`config.mk`:
```
export PLATFORM = sky130hd
export DESIGN_NAME = hazard_ctrl_flat
export DESIGN_NICKNAME = d
export VERILOG_FILES = /design/src/rtl/hazard_ctrl_if.sv /design/src/rtl/hazard_ctrl.sv /design/src/flat_wrapper.sv
export SDC_FILE = /design/constraint.sdc
export NUM_CORES = 1
export LEC_CHECK = 0
export BUFFER_PORTS_ARGS = -buffer_cell sky130_fd_sc_hd__buf_2
export CAP_MARGIN = 20
export CORE_MARGIN = 2
export CORE_UTILIZATION = 45
export CTS_BUF_LIST = sky130_fd_sc_hd__clkbuf_8
export DETAILED_ROUTE_END_ITERATION = 8
export GPL_TIMING_DRIVEN = 0
export PLACE_DENSITY = 0.75
export RECOVER_POWER = 50
export SLEW_MARGIN = 20
export SYNTH_ARGS = -nofsm -noshare
export SYNTH_HDL_FRONTEND = slang
export SYNTH_SLANG_ARGS = --single-unit
```
`constraint.sdc`:
```
create_clock -name clk -period 5.87 [get_ports clk]
set_input_delay 1.761 -clock clk [delete_from_list [all_inputs] [get_ports clk]]
set_output_delay 1.761 -clock clk [all_outputs]
set_load 0.05 [all_outputs]
```
`src/rtl/hazard_ctrl_if.sv`:
```
// Pipeline <-> hazard controller signal bundle: pipeline status in, stall/flush controls out.
// The pipeline side is the master; the hazard controller is the slave.
interface hazard_ctrl_if;
  logic [4:0]  Rs1_ID;
  logic [4:0]  Rs2_ID;
  logic        rs1_used_ID;
  logic        rs2_used_ID;
  logic [4:0]  Rd_EX;
  logic        d_load_enable_EX;
  logic        pc_taken_EX;
  logic        d_req_MEM;
  logic        d_ready;
  logic        cnt_clr;

  logic        stall_pc;
  logic        stall_id;
  logic        stall_exmem;
  logic        bubble_ex;
  logic        flush_id;
  logic [1:0]  state;
  logic        mem_timeout;
  logic [15:0] stall_cnt;
  logic [15:0] flush_cnt;

  modport master (
    output Rs1_ID, Rs2_ID, rs1_used_ID, rs2_used_ID, Rd_EX, d_load_enable_EX,
           pc_taken_EX, d_req_MEM, d_ready, cnt_clr,
    input  stall_pc, stall_id, stall_exmem, bubble_ex, flush_id, state,
           mem_timeout, stall_cnt, flush_cnt
  );

  modport slave (
    input  Rs1_ID, Rs2_ID, rs1_used_ID, rs2_used_ID, Rd_EX, d_load_enable_EX,
           pc_taken_EX, d_req_MEM, d_ready, cnt_clr,
    output stall_pc, stall_id, stall_exmem, bubble_ex, flush_id, state,
           mem_timeout, stall_cnt, flush_cnt
  );
endinterface

```
`src/rtl/hazard_ctrl.sv`:
```
// Pipeline hazard controller: memory-wait stalls, branch flushes and load-use bubbles,
// with a sticky memory-timeout flag and saturating stall/flush performance counters.
module hazard_ctrl #(
  parameter int unsigned FLUSH_CYCLES = 1,
  parameter int unsigned TIMEOUT      = 255
) (
  input logic           clk,
  input logic           reset_n,
  hazard_ctrl_if.slave  hz
);

  typedef enum logic [1:0] {
    StRun   = 2'd0,
    StLu    = 2'd1,
    StFlush = 2'd2,
    StMwait = 2'd3
  } state_e;

  localparam logic [1:0] FlushRem   = 2'(FLUSH_CYCLES - 1);
  localparam bit         MultiFlush = (FLUSH_CYCLES > 1);

  state_e      state_q, state_d, eff_state;
  logic        ret_flush_q, ret_flush_d;
  logic [1:0]  rem_q, rem_d;
  logic [7:0]  wait_q, wait_d;
  logic        timeout_q, timeout_d;
  logic [15:0] stall_cnt_q, stall_cnt_d;
  logic [15:0] flush_cnt_q, flush_cnt_d;

  logic mem_hold;
  logic load_use;
  logic rs1_hit, rs2_hit;
  logic stall_pc_c, stall_id_c, stall_exmem_c, bubble_ex_c, flush_id_c;
  logic flush_inc;
  logic stall_pc_g;

  assign mem_hold = hz.d_req_MEM & ~hz.d_ready;
  assign rs1_hit  = hz.rs1_used_ID & (hz.Rs1_ID == hz.Rd_EX);
  assign rs2_hit  = hz.rs2_used_ID & (hz.Rs2_ID == hz.Rd_EX);
  assign load_use = hz.d_load_enable_EX & (hz.Rd_EX != 5'd0) & (rs1_hit | rs2_hit);

  // The cycle the memory access completes is decided by the state MWAIT was entered from,
  // so a pending flush or load-use hazard is handled without losing a cycle.
  always_comb begin
    eff_state = state_q;
    if (state_q == StMwait) begin
      eff_state = ret_flush_q ? StFlush : StRun;
    end
  end

  always_comb begin
    stall_pc_c    = 1'b0;
    stall_id_c    = 1'b0;
    stall_exmem_c = 1'b0;
    bubble_ex_c   = 1'b0;
    flush_id_c    = 1'b0;
    flush_inc     = 1'b0;
    state_d       = state_q;
    ret_flush_d   = ret_flush_q;
    rem_d         = rem_q;

    if (mem_hold) begin
      stall_pc_c    = 1'b1;
      stall_id_c    = 1'b1;
      stall_exmem_c = 1'b1;
      state_d       = StMwait;
      ret_flush_d   = (eff_state == StFlush);
    end else begin
      unique case (eff_state)
        StRun, StLu: begin
          if (hz.pc_taken_EX) begin
            flush_id_c = 1'b1;
            flush_inc  = 1'b1;
            if (MultiFlush) begin
              state_d = StFlush;
              rem_d   = FlushRem;
            end else begin
              state_d = StRun;
            end
          end else if ((eff_state == StRun) && load_use) begin
            stall_pc_c  = 1'b1;
            stall_id_c  = 1'b1;
            bubble_ex_c = 1'b1;
            state_d     = StLu;
          end else begin
            state_d = StRun;
          end
        end
        StFlush: begin
          flush_id_c = 1'b1;
          if (hz.pc_taken_EX) begin
            // A new taken branch counts this cycle as its first flush cycle.
            flush_inc = 1'b1;
            rem_d     = FlushRem;
            state_d   = StFlush;
          end else if (rem_q <= 2'd1) begin
            rem_d   = 2'd0;
            state_d = StRun;
          end else begin
            rem_d   = rem_q - 2'd1;
            state_d = StFlush;
          end
        end
        default: begin
          state_d = StRun;
        end
      endcase
    end
  end

  // Consecutive-wait counter and sticky timeout.
  always_comb begin
    wait_d    = 8'd0;
    timeout_d = timeout_q;
    if (mem_hold) begin
      wait_d = (wait_q == 8'hFF) ? wait_q : wait_q + 8'd1;
      if (32'(wait_d) >= TIMEOUT) begin
        timeout_d = 1'b1;
      end
    end
  end

  assign stall_pc_g = reset_n & stall_pc_c;

  always_comb begin
    stall_cnt_d = stall_cnt_q;
    flush_cnt_d = flush_cnt_q;
    if (hz.cnt_clr) begin
      stall_cnt_d = 16'd0;
      flush_cnt_d = 16'd0;
    end else begin
      if (stall_pc_g && (stall_cnt_q != 16'hFFFF)) begin
        stall_cnt_d = stall_cnt_q + 16'd1;
      end
      if (flush_inc && (flush_cnt_q != 16'hFFFF)) begin
        flush_cnt_d = flush_cnt_q + 16'd1;
      end
    end
  end

  always_ff @(posedge clk) begin
    if (!reset_n) begin
      state_q     <= StRun;
      ret_flush_q <= 1'b0;
      rem_q       <= 2'd0;
      wait_q      <= 8'd0;
      timeout_q   <= 1'b0;
      stall_cnt_q <= 16'd0;
      flush_cnt_q <= 16'd0;
    end else begin
      state_q     <= state_d;
      ret_flush_q <= ret_flush_d;
      rem_q       <= rem_d;
      wait_q      <= wait_d;
      timeout_q   <= timeout_d;
      stall_cnt_q <= stall_cnt_d;
      flush_cnt_q <= flush_cnt_d;
    end
  end

  // Controls must act in the same cycle as the hazard, so they are decoded, not registered.
  assign hz.stall_pc    = stall_pc_g;
  assign hz.stall_id    = reset_n & stall_id_c;
  assign hz.stall_exmem = reset_n & stall_exmem_c;
  assign hz.bubble_ex   = reset_n & bubble_ex_c;
  assign hz.flush_id    = reset_n & flush_id_c;
  assign hz.state       = state_q;
  assign hz.mem_timeout = timeout_q;
  assign hz.stall_cnt   = stall_cnt_q;
  assign hz.flush_cnt   = flush_cnt_q;

endmodule
```
`src/flat_wrapper.sv`:
```
// flat-port wrapper written by rule: the top's interface ports become plain ports
module hazard_ctrl_flat 
#(
  parameter int unsigned FLUSH_CYCLES = 1,
  parameter int unsigned TIMEOUT      = 255
)
  (clk, reset_n, hz_Rs1_ID, hz_Rs2_ID, hz_rs1_used_ID, hz_rs2_used_ID, hz_Rd_EX, hz_d_load_enable_EX, hz_pc_taken_EX, hz_d_req_MEM, hz_d_ready, hz_cnt_clr, hz_stall_pc, hz_stall_id, hz_stall_exmem, hz_bubble_ex, hz_flush_id, hz_state, hz_mem_timeout, hz_stall_cnt, hz_flush_cnt);
  hazard_ctrl_if hz_i ();
  input logic clk;
  input logic reset_n;
  input wire logic [$bits(hz_i.Rs1_ID)-1:0] hz_Rs1_ID;
  input wire logic [$bits(hz_i.Rs2_ID)-1:0] hz_Rs2_ID;
  input wire logic [$bits(hz_i.rs1_used_ID)-1:0] hz_rs1_used_ID;
  input wire logic [$bits(hz_i.rs2_used_ID)-1:0] hz_rs2_used_ID;
  input wire logic [$bits(hz_i.Rd_EX)-1:0] hz_Rd_EX;
  input wire logic [$bits(hz_i.d_load_enable_EX)-1:0] hz_d_load_enable_EX;
  input wire logic [$bits(hz_i.pc_taken_EX)-1:0] hz_pc_taken_EX;
  input wire logic [$bits(hz_i.d_req_MEM)-1:0] hz_d_req_MEM;
  input wire logic [$bits(hz_i.d_ready)-1:0] hz_d_ready;
  input wire logic [$bits(hz_i.cnt_clr)-1:0] hz_cnt_clr;
  output wire logic [$bits(hz_i.stall_pc)-1:0] hz_stall_pc;
  output wire logic [$bits(hz_i.stall_id)-1:0] hz_stall_id;
  output wire logic [$bits(hz_i.stall_exmem)-1:0] hz_stall_exmem;
  output wire logic [$bits(hz_i.bubble_ex)-1:0] hz_bubble_ex;
  output wire logic [$bits(hz_i.flush_id)-1:0] hz_flush_id;
  output wire logic [$bits(hz_i.state)-1:0] hz_state;
  output wire logic [$bits(hz_i.mem_timeout)-1:0] hz_mem_timeout;
  output wire logic [$bits(hz_i.stall_cnt)-1:0] hz_stall_cnt;
  output wire logic [$bits(hz_i.flush_cnt)-1:0] hz_flush_cnt;
  assign hz_i.Rs1_ID = hz_Rs1_ID;
  assign hz_i.Rs2_ID = hz_Rs2_ID;
  assign hz_i.rs1_used_ID = hz_rs1_used_ID;
  assign hz_i.rs2_used_ID = hz_rs2_used_ID;
  assign hz_i.Rd_EX = hz_Rd_EX;
  assign hz_i.d_load_enable_EX = hz_d_load_enable_EX;
  assign hz_i.pc_taken_EX = hz_pc_taken_EX;
  assign hz_i.d_req_MEM = hz_d_req_MEM;
  assign hz_i.d_ready = hz_d_ready;
  assign hz_i.cnt_clr = hz_cnt_clr;
  assign hz_stall_pc = hz_i.stall_pc;
  assign hz_stall_id = hz_i.stall_id;
  assign hz_stall_exmem = hz_i.stall_exmem;
  assign hz_bubble_ex = hz_i.bubble_ex;
  assign hz_flush_id = hz_i.flush_id;
  assign hz_state = hz_i.state;
  assign hz_mem_timeout = hz_i.mem_timeout;
  assign hz_stall_cnt = hz_i.stall_cnt;
  assign hz_flush_cnt = hz_i.flush_cnt;
  hazard_ctrl #(.FLUSH_CYCLES(FLUSH_CYCLES), .TIMEOUT(TIMEOUT)) u_core (.clk(clk), .reset_n(reset_n), .hz(hz_i));
endmodule
```
==> summary.md, run 1 <==
| Metric | Value |
|---|---|
| Core ar. | 5040 sq um |
| Share of total power in combinational logic | 8.5% |
| Setup violations, final | 0 |
| Synth top area cells | dfxtp_1, xnor2_1, nor2_1 |
| P_leak | 1.03 nW |
| Reg2Reg Launch Point | u_core.hz.stall_cnt[3]$_SDFFE_PP0P_ |
| Iter 0 DRT Violations | 96 |
| Mapped Area | 2310 sq um |
| Vias/cell | 5.08 |
| Int Pwr | 0.456 mW |
| Area grow syn2layout | 20.3% |
| Initial antenna violation count | 0 |
| Hold Path Cell Cnt | 2 |
| Clk_lat worst skew | 0.30 ns |
| Critical Path AT | 3.67 ns |
| Min-delay src | u_core.rem_q[1]$_SDFFE_PN0P_ |
| IO Pins | 64 |
| Number of distinct library cells after synthesis | 42 |
| Ys async rst share | 0% |
| Ratio of cells with drive above 1 in the final layout | 15.4% |
| Met3 WL | 336 um |
| Total gr overflow | 0 |
| Min Clock Period, post-route | 5.43 ns |
| Inserted Clock Buffers | 5 |
| Die width | 75.7 um |
| Antenna viol nets, final | 0 |
| WL final | 4960 um |
| Worst hold path class | reg -> reg |
| EDFF count, synth | 0 |
| Predominant post-synthesis flop cell | dfxtp_1 |
| Die Height | 75.7 um |
| Clk slew on worst S/H paths | 0.08 ns |
| Routed len/inst | 11.8 um |
| # DRC | 0 |
| Gpl congestion | 0.789 |
| Max IR drop VDD | 0.000132 V |
| CP startpoint | hz_Rd_EX[1] |
| Clock power frac | 38.3% |
| First-pass GRT wire length | 8100 um |
| Number of diodes | 0 |
| Sequential share of the synthesized area | 39.8% |
| Warnings from Yosys | 0 |
| Top Metal Used | met4 |
| Post-CTS Resized | 0 |
| CTS sink count | 46 |
| Critical path class | in -> out |
| Iteration count of the initial detailed-routing pass | 4 |
| Total power | 0.593 mW |
| Post-CTS Setup Inserts | 0 |
| CTS Hold Bufs | 0 |
| Max_slew headroom | 55.7% |
| Clock skew | 0.00517 ns |
| Status | finished, final reports clean |
| Root Driver | clkbuf_8 |
| Commonest non-fill, non-tap cells in the layout | nor2_1, dfxtp_1, buf_2 |
| Switching portion of total power | 23.0% |
| CTS H-tree lvls | 2 |
| Largest net degree at the start of global routing | 14 |
| Worst Path Max Fanout | 10 |
| DR vias | 2,138 |
| Clk buf depth | 2 |
| Final period utilization | 92.5% |
| PwrDens | 213 nW/um^2 |
| Mean Syn Cell Area | 8.24 sq um |
| Crit path to | hz_stall_pc |
| Seq pwr share | 53.2% |
| PortBufs | 62 |
| Total negative slack | 0 ns |
| Switch Pwr | 0.137 mW |
| Post-synth top area share | 39.8% |
| Max-cap violations | 0 |
| Sequential cell area | 921 sq um |
| Worst Reg-to-Reg Cells | 8 |
| # rows | 26 |
| Metal-1 WL | 2290 um |
| Met2 wire len | 2290 um |
| Vias in the first global route | 1,890 |
| Dpl hpwl | 3750 um |
| Setup crit end kind | output pin |
| Unrepaired setup endpoints after global routing | false |
| Slew of the pin with the lowest slew margin | 0.660 ns |
| Reg-to-reg slack, setup | 3.77 ns |
| Area of the multi-input gates | 1320 sq um |
| Final Net Count | 377 |
| RR Endpoint | u_core.hz.stall_cnt[10]$_SDFFE_PP0P_ |
| All-Layer GR Usage | 18.2% |
| Synth Instances | 281 |
| CP required | 4.11 ns |
| Max Freq | 0.184 GHz |
| CP startpoint kind | input port |
| DIE AREA | 5730 sq um |
| Register bit count reported by yosys | 46 |
| Most common cell after layout, fill and taps aside | nor2_1 |
| Fill cell count | 494 |
| CTS tree | built |
| Area leader, netlist | dfxtp_1 |
| Max Transition Viols Final | 0 |
| Effective utilization at floorplan | 45.9% |
| Synth Net Count | 308 |
| Final Hold Fails | 0 |
==> cells in the mapped netlist, types with 2 or more instances <==
library cell / count
nand3_1: 9
a21oi_1: 9
xor2_1: 11
nor2b_1: 2
xnor2_1: 27
nor4_1: 3
dfxtp_1: 46
o21ai_0: 4
ha_1: 3
nand2_1: 34
and3_1: 8
nor3b_1: 3
and2_1: 2
clkbuf_1: 4
nand4_1: 8
nor3_2: 4
nor4b_1: 2
nand2b_1: 3
a21boi_0: 2
and4_1: 2
mux2i_1: 3
inv_1: 8
nor2_1: 50
a211oi_1: 3
a31oi_1: 4
nor3_1: 8
buf_2: 3
o22ai_1: 2
==> sequential cells by signal, indices dropped and copies added, names as in the netlist <==
signal / count
u_core.hz.mem_timeout: 1
u_core.hz.flush_cnt: 16
u_core.hz.state: 2
u_core.rem_q: 2
u_core.hz.stall_cnt: 16
u_core.ret_flush_q: 1
u_core.wait_q: 8
==> stage by stage <==
stage               utilization (%)  std cells  area, sq um  setup WS (ns)  hold WS [ns]
CTS                            55.9        421         2820          0.426         0.449
global route                   55.2        421         2780          0.310         0.499
finish                         55.2        421         2780          0.442         0.450
floorplan                         -        281         2310          0.678         0.420
global placement               53.8        413         2710          0.468         0.439
detailed placement             53.8        413         2710          0.451         0.433
==> worst min-delay path by stage <==
stage,slack (ns),end
2_1_floorplan,0.42,u_core.rem_q[1]$_SDFFE_PN0P_
3_3_place_gp,0.44,u_core.rem_q[1]$_SDFFE_PN0P_
3_5_place_dp,0.43,u_core.rem_q[1]$_SDFFE_PN0P_
4_1_cts,0.45,u_core.rem_q[1]$_SDFFE_PN0P_
5_1_grt,0.50,u_core.rem_q[1]$_SDFFE_PN0P_
6_report,0.45,u_core.rem_q[1]$_SDFFE_PN0P_
==> final cells by class <==
type                       count  share of cell area [%]
clock buffer                   5                    2.47
multi-input combinational    218                    47.2
tap                           70                    3.15
clock inverter                 3                    1.35
timing repair buffer          62                    9.98
buffer                         9                    1.66
sequential                    46                    33.1
inverter                       8                    1.08
==> per-layer routing <==
metal  global-route usage [%]  up-vias
li1                         -     1094
met2                     31.1       58
met4                     4.29        0
met5                        0        -
met3                     5.95        5
met1                     22.2      981
==> kinds of logic (layout without fill, tap and decap cells) <==
group | count (synthesis) | after routing | synth area share (%)
simple gates | 143 | 143 | 30.2
flops | 46 | 46 | 39.8
xor+xnor | 38 | 38 | 14.4
compound gates | 31 | 31 | 9.30
buf+inv | 17 | 87 | 3.41
fa+ha+maj | 3 | 3 | 1.62
mux | 3 | 3 | 1.30
==> critical path: stages <==
cell and delay (ns):
buf_2 0.13, or4_1 0.52, nor2_1 0.14, a2111oi_2 0.07, a21oi_2 0.44, buf_6 0.22
inv_1 0.08, buf_4 0.13, buf_2 0.20
==> power groups by stage <==
stage | logic, mW | clock network [mW] | registers (mW)
CTS | 0.0512 | 0.233 | 0.315
global placement | 0.0500 | 0 | 0.323
floorplan | 0.0287 | 0 | 0.327
finish | 0.0501 | 0.227 | 0.315
global route | 0.0560 | 0.244 | 0.316
detailed placement | 0.0509 | 0 | 0.323
Note: power is estimated with default switching activity, not from simulation.
==> run 2, diff against run 1 <==
- CORE_UTILIZATION: 45 -> 41
- PLACE_DENSITY: 0.75 -> 0.7
==> run 2 against run 1 <==
Count of clock-buffer cells in the layout is 1 higher. First-iteration DRC count is 15% lower. Final area is 0.58% lower. Non-clock buffer count stayed put. Critical path depth stayed put. Die area is 9.2% higher. Register-to-register slack worse by 0.05 ns. Wire length is 0.60% lower. Sequential power hardly changed. Via count is 0.19% lower. Core utilization is 4.6 points lower. Highest routed layer unchanged.
==> summary.md, run 2 (same netlist as run 1, synthesis figures left out) <==
| Metric | Value |
|---|---|
| Root Driver | clkbuf_8 |
| Clk_lat worst skew | 0.29 ns |
| Status | finished, final reports clean |
| CP startpoint kind | input port |
| CP startpoint | hz_Rd_EX[1] |
| CTS Hold Bufs | 0 |
| # rows | 27 |
| Critical path class | in -> out |
| Routed len/inst | 11.7 um |
| Inserted Clock Buffers | 5 |
| Max Freq | 0.186 GHz |
| Max Transition Viols Final | 0 |
| Clk slew on worst S/H paths | 0.08 ns |
| Gpl congestion | 0.792 |
| WL final | 4930 um |
| Final period utilization | 91.7% |
| Clock skew | 0.00396 ns |
| Reg2Reg Launch Point | u_core.hz.flush_cnt[8]$_SDFFE_PP0P_ |
| Final Hold Fails | 0 |
| DIE AREA | 6260 sq um |
| PwrDens | 204 nW/um^2 |
| Number of diodes | 0 |
| Min Clock Period, post-route | 5.38 ns |
| Setup crit end kind | output pin |
| DR vias | 2,134 |
| Iteration count of the initial detailed-routing pass | 4 |
| Iter 0 DRT Violations | 82 |
| Total negative slack | 0 ns |
| Met2 wire len | 2300 um |
| Vias/cell | 5.04 |
| IO Pins | 64 |
| Metal-1 WL | 2260 um |
| Worst hold path class | reg -> reg |
| Final Net Count | 377 |
| CTS H-tree lvls | 2 |
| Post-CTS Setup Inserts | 0 |
| Critical Path AT | 3.62 ns |
| Ratio of cells with drive above 1 in the final layout | 15.7% |
| Met3 WL | 293 um |
| Clk buf depth | 2 |
| Most common cell after layout, fill and taps aside | nor2_1 |
| Dpl hpwl | 3790 um |
| Slew of the pin with the lowest slew margin | 0.612 ns |
| Area grow syn2layout | 19.6% |
| Max-cap violations | 0 |
| Effective utilization at floorplan | 42.3% |
| # DRC | 0 |
| Final Non-Filler Cells | 423 |
| Core ar. | 5470 sq um |
| Antenna viol nets, final | 0 |
| Post-CTS Resized | 0 |
| Initial antenna violation count | 0 |
| Vias in the first global route | 1,922 |
| Max_slew headroom | 58.9% |
| Min-delay src | u_core.rem_q[1]$_SDFFE_PN0P_ |
| Top Metal Used | met4 |
| Commonest non-fill, non-tap cells in the layout | nor2_1, dfxtp_1, buf_2 |
| CTS tree | built |
| Setup violations, final | 0 |
| Largest net degree at the start of global routing | 15 |
| CTS sink count | 46 |
| Total gr overflow | 0 |
| P_leak | 1.01 nW |
| First-pass GRT wire length | 8070 um |
| Die width | 79.1 um |
| Die Height | 79.1 um |
| Max IR drop VDD | 0.000100 V |
| Placed Cells | 415 |
| Unrepaired setup endpoints after global routing | false |
| CP required | 4.11 ns |
| WHS | 0.471 ns |
| Worst Path Max Fanout | 10 |
| PortBufs | 62 |
| All-Layer GR Usage | 15.9% |
-- run 2: through the flow --
| step | power, mW | util [%] | setup WS [ns] | cell area, sq um |
|---|---|---|---|---|
| 2_1_floorplan | 0.356 | - | 0.678 | 2310 |
| 3_3_place_gp | 0.372 | 49.6 | 0.508 | 2720 |
| 3_5_place_dp | 0.374 | 49.6 | 0.488 | 2720 |
| 4_1_cts | 0.573 | 51.3 | 0.494 | 2810 |
| 5_1_grt | 0.589 | 50.6 | 0.393 | 2770 |
| 6_report | 0.564 | 50.6 | 0.489 | 2770 |
-- run 2: critical path, stage by stage --
cell       delay, ns
buf_2           0.12
or4_1           0.51
nor2_1          0.14
a2111oi_2       0.07
a21oi_2         0.43
buf_6           0.22
inv_1           0.06
buf_4           0.12
buf_2           0.20
-- run 2: power breakdown --
group | internal, mW | total (mW) | switching, mW
combinational | 0.0185 | 0.0496 | 0.0311
sequential | 0.313 | 0.315 | 0.00194
clock | 0.0947 | 0.199 | 0.104
-- run 2: layout make-up --
type | count | area [sq um]
fillers | 579 | 2710
multi-input cells | 218 | 1310
flip-flops and latches | 46 | 921
repair buffers | 62 | 278
well taps | 72 | 90.1
clock buffers | 6 | 82.6
plain buffers | 9 | 46.3
inverters | 8 | 30.0
clock inverters | 2 | 12.5
-- run 2: path summary, 6_finish.rpt --
path	slack [ns]	depth (start not counted)	endpoint
worst max-delay path	0.49	9	hz_stall_pc
worst min-delay path	0.47	2	u_core.rem_q[1]$_SDFFE_PN0P_
worst max register to register	3.72	7	u_core.hz.flush_cnt[15]$_SDFFE_PP0P_
worst min register to register	0.47	2	u_core.rem_q[1]$_SDFFE_PN0P_
-- run 2: routing by layer --
metal | up-vias | GRT usage [%]
met4 | 0 | 5.52
met1 | 979 | 18.4
met3 | 7 | 4.20
met2 | 51 | 28.3
li1 | 1097 | -
met5 | - | 0
